**config.mk**
```make
export PLATFORM = sky130hd
export DESIGN_NAME = calc_display
export DESIGN_NICKNAME = d
export VERILOG_FILES = /design/src/rtl/calc_pkg.sv /design/src/rtl/seg7_encode.sv /design/src/rtl/calc_display.sv
export SDC_FILE = /design/constraint.sdc
export NUM_CORES = 1
export LEC_CHECK = 0
export CAP_MARGIN = 20
export CORE_MARGIN = 1
export CORE_UTILIZATION = 50
export DETAILED_ROUTE_END_ITERATION = 6
export PLACE_DENSITY = 0.72
export RECOVER_POWER = 50
export SKIP_CTS_REPAIR_TIMING = 1
export SLEW_MARGIN = 20
export SYNTH_ARGS = -nofsm -noshare
export SYNTH_HDL_FRONTEND = slang
export SYNTH_HIERARCHICAL = 1
export SYNTH_SLANG_ARGS = --single-unit
export TNS_END_PERCENT = 5
```
**constraint.sdc**
```tcl
create_clock -name clk -period 2.47 [get_ports clk]
set_clock_uncertainty 0.15 [all_clocks]
set_input_delay 0.247 -clock clk [delete_from_list [all_inputs] [get_ports clk]]
set_output_delay 0.247 -clock clk [all_outputs]
set_load 0.01 [all_outputs]
```
**src/rtl/calc_pkg.sv**
```systemverilog
// Shared constants for the calculator result path: status codes, range limits, FSM and glyph encodings.
// Pure declarations plus the double-dabble add-3 helper; no timing or flow control of its own.
package calc_pkg;

    localparam logic [31:0]        CALC_ERR_CODE  = 32'h00EE0000;
    localparam logic [31:0]        CALC_NULL_CODE = 32'h00CC0000;
    localparam logic signed [31:0] CALC_MIN       = -32'sd99999;
    localparam logic signed [31:0] CALC_MAX       = 32'sd999999;

    typedef logic [1:0] state_t;
    localparam state_t ST_IDLE   = 2'd0;
    localparam state_t ST_CHECK  = 2'd1;
    localparam state_t ST_CONV   = 2'd2;
    localparam state_t ST_FORMAT = 2'd3;

    localparam logic [1:0] CLS_NUM  = 2'd0;
    localparam logic [1:0] CLS_ERR  = 2'd1;
    localparam logic [1:0] CLS_NULL = 2'd2;

    localparam logic [2:0] GLY_DIGIT = 3'd0;
    localparam logic [2:0] GLY_MINUS = 3'd1;
    localparam logic [2:0] GLY_E     = 3'd2;
    localparam logic [2:0] GLY_R     = 3'd3;
    localparam logic [2:0] GLY_BLANK = 3'd4;

    function automatic logic [23:0] bcd_add3(input logic [23:0] b);
        logic [23:0] r;
        r = b;
        for (int k = 0; k < 6; k++) begin
            if (b[4*k +: 4] >= 4'd5) r[4*k +: 4] = b[4*k +: 4] + 4'd3;
        end
        return r;
    endfunction

endpackage

```
**src/rtl/seg7_encode.sv**
```systemverilog
// Glyph select + BCD digit -> one 7-segment pattern (g..a, MSB first), polarity set by SEG_ACTIVE_LOW.
// Purely combinational, zero latency, no flow control.
module seg7_encode
    import calc_pkg::*;
#(
    parameter bit SEG_ACTIVE_LOW = 1'b1
) (
    input  logic [2:0] sel_i,
    input  logic [3:0] dig_i,
    output logic [6:0] seg_o
);

    logic [6:0] lit;

    always_comb begin
        lit = 7'h00;
        case (sel_i)
            GLY_DIGIT: begin
                case (dig_i)
                    4'd0:    lit = 7'h3F;
                    4'd1:    lit = 7'h06;
                    4'd2:    lit = 7'h5B;
                    4'd3:    lit = 7'h4F;
                    4'd4:    lit = 7'h66;
                    4'd5:    lit = 7'h6D;
                    4'd6:    lit = 7'h7D;
                    4'd7:    lit = 7'h07;
                    4'd8:    lit = 7'h7F;
                    4'd9:    lit = 7'h6F;
                    default: lit = 7'h00;
                endcase
            end
            GLY_MINUS: lit = 7'h40;
            GLY_E:     lit = 7'h79;
            GLY_R:     lit = 7'h50;
            default:   lit = 7'h00;
        endcase
        seg_o = SEG_ACTIVE_LOW ? ~lit : lit;
    end

endmodule

```
**src/rtl/calc_display.sv**
```systemverilog
// Captures a signed result, converts it via 20-cycle double-dabble and drives six 7-seg digits; done 22 edges after load.
// load is ignored while busy; define CALC_LEAD_ZERO_BLANK_EN to blank leading zeros (default shows them).
module calc_display
    import calc_pkg::*;
#(
    parameter bit SEG_ACTIVE_LOW = 1'b1
) (
    input  logic        clk,
    input  logic        rst,
    input  logic [31:0] ans,
    input  logic        load,
    output logic        busy,
    output logic        done,
    output logic [41:0] hex_out
);

    state_t      state_q, state_d;
    logic [31:0] ans_q, ans_d;
    logic [1:0]  cls_q, cls_d;
    logic        neg_q, neg_d;
    logic [19:0] shift_q, shift_d;
    logic [23:0] bcd_q, bcd_d;
    logic [4:0]  cnt_q, cnt_d;
    logic        done_q, done_d;
    logic [41:0] hex_q, hex_d;

    logic signed [31:0] ans_s;
    logic [19:0]        mag;
    logic [5:0][2:0]    sel;
    logic [5:0][3:0]    dig;
    logic [5:0][6:0]    seg;

    assign ans_s = ans_q;
    assign mag   = ans_q[31] ? 20'(-ans_q) : ans_q[19:0];

    always_comb begin
        state_d = state_q;
        ans_d   = ans_q;
        cls_d   = cls_q;
        neg_d   = neg_q;
        shift_d = shift_q;
        bcd_d   = bcd_q;
        cnt_d   = cnt_q;
        done_d  = 1'b0;
        hex_d   = hex_q;
        case (state_q)
            ST_IDLE: begin
                if (load) begin
                    ans_d   = ans;
                    state_d = ST_CHECK;
                end
            end
            ST_CHECK: begin
                // Error/null still run the full conversion on zero so latency never depends on the value.
                bcd_d   = '0;
                cnt_d   = '0;
                neg_d   = 1'b0;
                shift_d = '0;
                if (ans_q == CALC_NULL_CODE) begin
                    cls_d = CLS_NULL;
                end else if (ans_q == CALC_ERR_CODE || ans_s < CALC_MIN || ans_s > CALC_MAX) begin
                    cls_d = CLS_ERR;
                end else begin
                    cls_d   = CLS_NUM;
                    neg_d   = ans_q[31];
                    shift_d = mag;
                end
                state_d = ST_CONV;
            end
            ST_CONV: begin
                {bcd_d, shift_d} = {bcd_add3(bcd_q), shift_q} << 1;
                cnt_d = cnt_q + 5'd1;
                if (cnt_q == 5'd19) state_d = ST_FORMAT;
            end
            default: begin
                hex_d   = seg;
                done_d  = 1'b1;
                state_d = ST_IDLE;
            end
        endcase
    end

`ifdef CALC_LEAD_ZERO_BLANK_EN
    int msd;
`endif

    always_comb begin
        for (int k = 0; k < 6; k++) begin
            sel[k] = GLY_BLANK;
            dig[k] = bcd_q[4*k +: 4];
        end
`ifdef CALC_LEAD_ZERO_BLANK_EN
        msd = 0;
        for (int k = 1; k < 6; k++) begin
            if (bcd_q[4*k +: 4] != 4'd0) msd = k;
        end
`endif
        case (cls_q)
            CLS_ERR: begin
                sel[2] = GLY_E;
                sel[1] = GLY_R;
                sel[0] = GLY_R;
            end
            CLS_NULL: begin
                for (int k = 0; k < 6; k++) sel[k] = GLY_MINUS;
            end
            default: begin
`ifdef CALC_LEAD_ZERO_BLANK_EN
                for (int k = 0; k < 6; k++) begin
                    if (k <= msd) sel[k] = GLY_DIGIT;
                    else if (neg_q && k == msd + 1) sel[k] = GLY_MINUS;
                end
`else
                for (int k = 0; k < 6; k++) sel[k] = GLY_DIGIT;
                // Negative magnitudes never exceed 99999, so digit 5 is always a free zero.
                if (neg_q) sel[5] = GLY_MINUS;
`endif
            end
        endcase
    end

    for (genvar k = 0; k < 6; k++) begin : g_seg
        seg7_encode #(.SEG_ACTIVE_LOW(SEG_ACTIVE_LOW)) u_seg (
            .sel_i (sel[k]),
            .dig_i (dig[k]),
            .seg_o (seg[k])
        );
    end

    always_ff @(posedge clk or negedge rst) begin
        if (!rst) begin
            state_q <= ST_IDLE;
            ans_q   <= '0;
            cls_q   <= CLS_NUM;
            neg_q   <= 1'b0;
            shift_q <= '0;
            bcd_q   <= '0;
            cnt_q   <= '0;
            done_q  <= 1'b0;
            hex_q   <= {42{SEG_ACTIVE_LOW}};
        end else begin
            state_q <= state_d;
            ans_q   <= ans_d;
            cls_q   <= cls_d;
            neg_q   <= neg_d;
            shift_q <= shift_d;
            bcd_q   <= bcd_d;
            cnt_q   <= cnt_d;
            done_q  <= done_d;
            hex_q   <= hex_d;
        end
    end

    assign busy    = (state_q != ST_IDLE);
    assign done    = done_q;
    assign hex_out = hex_q;

endmodule

```
==> out/summary.txt <==
Outcome = completed
All-Layer GR Usage = 21.32%
GPL Wtd Cong = 0.8050
Core Area = 14750 µm²
CTS Buf Count = 17
Die Y = 125.9 µm
Grt ovf = 0
CP arrival = 2460 ps
VDD IR max = 773.2 µV
WL per Instance = 15.02 µm
Mapped cell area = 7670 µm²
CP top delay family = simple AND/OR/NAND/NOR gates
Setup ws final = 139.8 ps
Count of state elements after synthesis = 129
Tot Pwr = 0.01098 W
Cell at the root of the clock tree = clkbuf_16
Met3 wire len = 672 µm
Post-synth EDFFs = 0
Clk Latency, worst-skew pair = 420 ps
Leak = 3.748 nW
Pre-CTS setup slack = 148.4 ps
Slew HR = 27.27%
Largest net degree at the start of global routing = 59
Worst EP required = 2600 ps
Share of layout cells above drive strength 1 = 20.79%
Top sig layer = met4
Yosys warns = 6
Avg Cell Area, Syn = 10.21 µm²
Slowest stage delay, CP = 470 ps
Met1 Wirelength = 6.963 mm
Final Max Tran Viols = 0
Number of remaining DRC errors = 0
Final #Nets = 934
Primary FF master, synth = dfrtp_1
CTS tree = done
Startpoint types = flop
Distinct cells, synth = 48
Avg Vias per Cell = 5.508
TNS Setup = 0 ps
CP cell instances = or3_1, or3_4, o311a_1, nand4_1, buf_12, o21ai_0
Asr flop ratio synth = 100.0%
Worst-path fanout max = 20
I/O Buffers = 78
Power Dens Cells = 1178 nW/µm²
Initial antenna violation count = 0
DR vias = 5756
Clock slew at reported path FFs = 50 ps
CP Capture Type = flop
Ant. Diodes = 0
Detail Route Antenna Nets = 0
Hold WC Path Type = in -> reg
Area grow syn2layout = 21.50%
Global-route wire length before repair = 27.30 mm
RSZ-0062 raised after global routing = no
Final core utilization = 63.16%
Starting density of the core = 51.98%
# rows = 44
Hold Vio Cnt, Final = 0
Filler Cells Inserted = 1184
CTS Buffer Depth = 2
Vias in the first global route = 5797
Initial drt markers = 339
Chip width = 125.9 µm
Max cap viols = 0
DP HPWL = 10.83 mm
H-tree Lvls = 4
Io pins = 79
Clock sinks = 129
Crit path buffers/inverters = 1
Routed met2 length = 7.772 mm
Initial DRT Pass Iterations = 5
Fmax = 0.4291 GHz
Crit Path Class = reg -> reg
# setup viols final = 0
Slowest cell on the critical path = or3_1
Routed WL = 15.69 mm
Gate count of the mapped netlist = 751
Final period util = 94.34%
Worst slew pin tran = 1091 ps
Fin crit period = 2330 ps
Die area = 15840 µm²
Sequential area share after synthesis = 42.77%
-- logic make-up after synthesis --
logic type / count (synthesis) / synth area share [%]
AOI/OAI and AO/OA: 188 / 14.62
xor gates and xnor gates: 35 / 3.997
adders and majority gates: 51 / 8.320
buffers and inverters: 99 / 5.546
DFF: 129 / 42.77
muxes: 82 / 11.92
other: 1 / 0.04889
and+or+nand+nor: 166 / 12.77
-- area by class of cell --
type,count,area (µm²),share of cell area [%]
Clock buffer,22,474.2,5.089
Timing Repair Buffer,94,924.6,9.922
Multi-Input combinational cell,543,4039,43.34
Clock inverter,10,133.9,1.437
Tap cell,184,230.2,2.470
Sequential cell,129,3281,35.20
Inverter,63,236.5,2.538
-- cell usage in the layout, fill, tap and decap left out, types with 6 or more instances in the layout --
cell,netlist,layout
nand3_1,12,12
nor3_1,10,10
conb_1,1,21
dfstp_2,42,42
nor2_1,13,13
xor2_1,14,14
nor4b_4,6,6
nand4_1,9,9
nor3b_1,9,9
mux2i_1,7,7
nand2_1,57,57
o21ai_0,58,58
o32ai_1,6,6
clkdlybuf4s50_1,0,76
o22ai_1,28,28
or2_0,6,6
nand3b_1,6,6
o21ai_1,12,12
o31ai_1,13,13
xnor2_1,21,21
nand2b_1,25,25
a31oi_1,7,7
o21ai_2,6,6
clkbuf_16,0,17
a21oi_1,45,45
dfrtp_1,87,87
mux2_2,75,75
ha_1,51,51
buf_4,2,7
inv_1,63,63
-- layer usage --
layer  up-vias  track usage, %
met5         -               0
met2       130           36.05
met3        26           4.800
met4         0           7.867
met1      2769           26.76
li1       2831               -
-- synth_stat cells (2+ instances only) --
| cell type | count | area, µm² |
|---|---|---|
| a21oi_1 | 45 | 225.2 |
| a31oi_1 | 7 | 43.79 |
| buf_1 | 4 | 15.01 |
| buf_4 | 2 | 15.01 |
| buf_6 | 6 | 67.56 |
| clkbuf_1 | 23 | 86.33 |
| dfrtp_1 | 87 | 2177 |
| dfstp_2 | 42 | 1104 |
| ha_1 | 51 | 638.1 |
| inv_1 | 63 | 236.5 |
| mux2_2 | 75 | 844.6 |
| mux2i_1 | 7 | 70.07 |
| nand2_1 | 57 | 214.0 |
| nand2b_1 | 25 | 156.4 |
| nand3_1 | 12 | 60.06 |
| nand3b_1 | 6 | 45.04 |
| nand4_1 | 9 | 56.30 |
| nand4b_1 | 2 | 17.52 |
| nor2_1 | 13 | 48.80 |
| nor3_1 | 10 | 50.05 |
| nor3b_1 | 9 | 67.56 |
| nor4_1 | 4 | 25.02 |
| nor4b_4 | 6 | 142.6 |
| o211ai_1 | 3 | 22.52 |
| o21ai_0 | 58 | 290.3 |
| o21ai_1 | 12 | 60.06 |
| o21ai_2 | 6 | 52.55 |
| o221ai_2 | 2 | 30.03 |
| o22ai_1 | 28 | 175.2 |
| o31a_1 | 3 | 26.28 |
| o31ai_1 | 13 | 97.59 |
| o32ai_1 | 6 | 52.55 |
| or2_0 | 6 | 37.54 |
| or3_1 | 2 | 12.51 |
| xnor2_1 | 21 | 183.9 |
| xor2_1 | 14 | 122.6 |
-- final timing paths --
check                            start          end  slack (ps)  cells past startpoint
max                          ans_q[13]   shift_q[8]         140                      6
min                            ans[19]    ans_q[19]         290                      2
max reg2reg                  ans_q[13]   shift_q[8]         140                      6
min reg2reg                shift_q[14]  shift_q[14]         370                      2
max in group asynchronous          rst    ans_q[25]         500                      3
min in group asynchronous          rst    bcd_q[15]         390                      2
-- sequential cells by signal, indices dropped and copies added, names as in the netlist --
| signal | count |
|---|---|
| ans_q | 32 |
| bcd_q | 24 |
| cls_q | 2 |
| cnt_q | 5 |
| done | 1 |
| hex_out | 42 |
| neg_q | 1 |
| shift_q | 20 |
| state_q | 2 |
-- stage by stage --
stage | hold slack (ps) | cell area (µm²) | instances
global route | 274.0 | 9319 | 1045
floorplan | -198.6 | 7745 | 771
CTS | -326.7 | 9353 | 1044
finish | 288.5 | 9319 | 1045
global placement | 116.3 | 8745 | 1012
detailed placement | 126.8 | 8745 | 1012
-- where the power goes --
group / internal, W / switching, W / leakage [nW]
clock network: 0.00166 / 0.000918 / 0.296
registers: 0.00316 / 0.000689 / 1.55
logic: 0.00223 / 0.00232 / 1.91
total: 0.00705 / 0.00393 / 3.75
(Power assumes the default switching activity.)
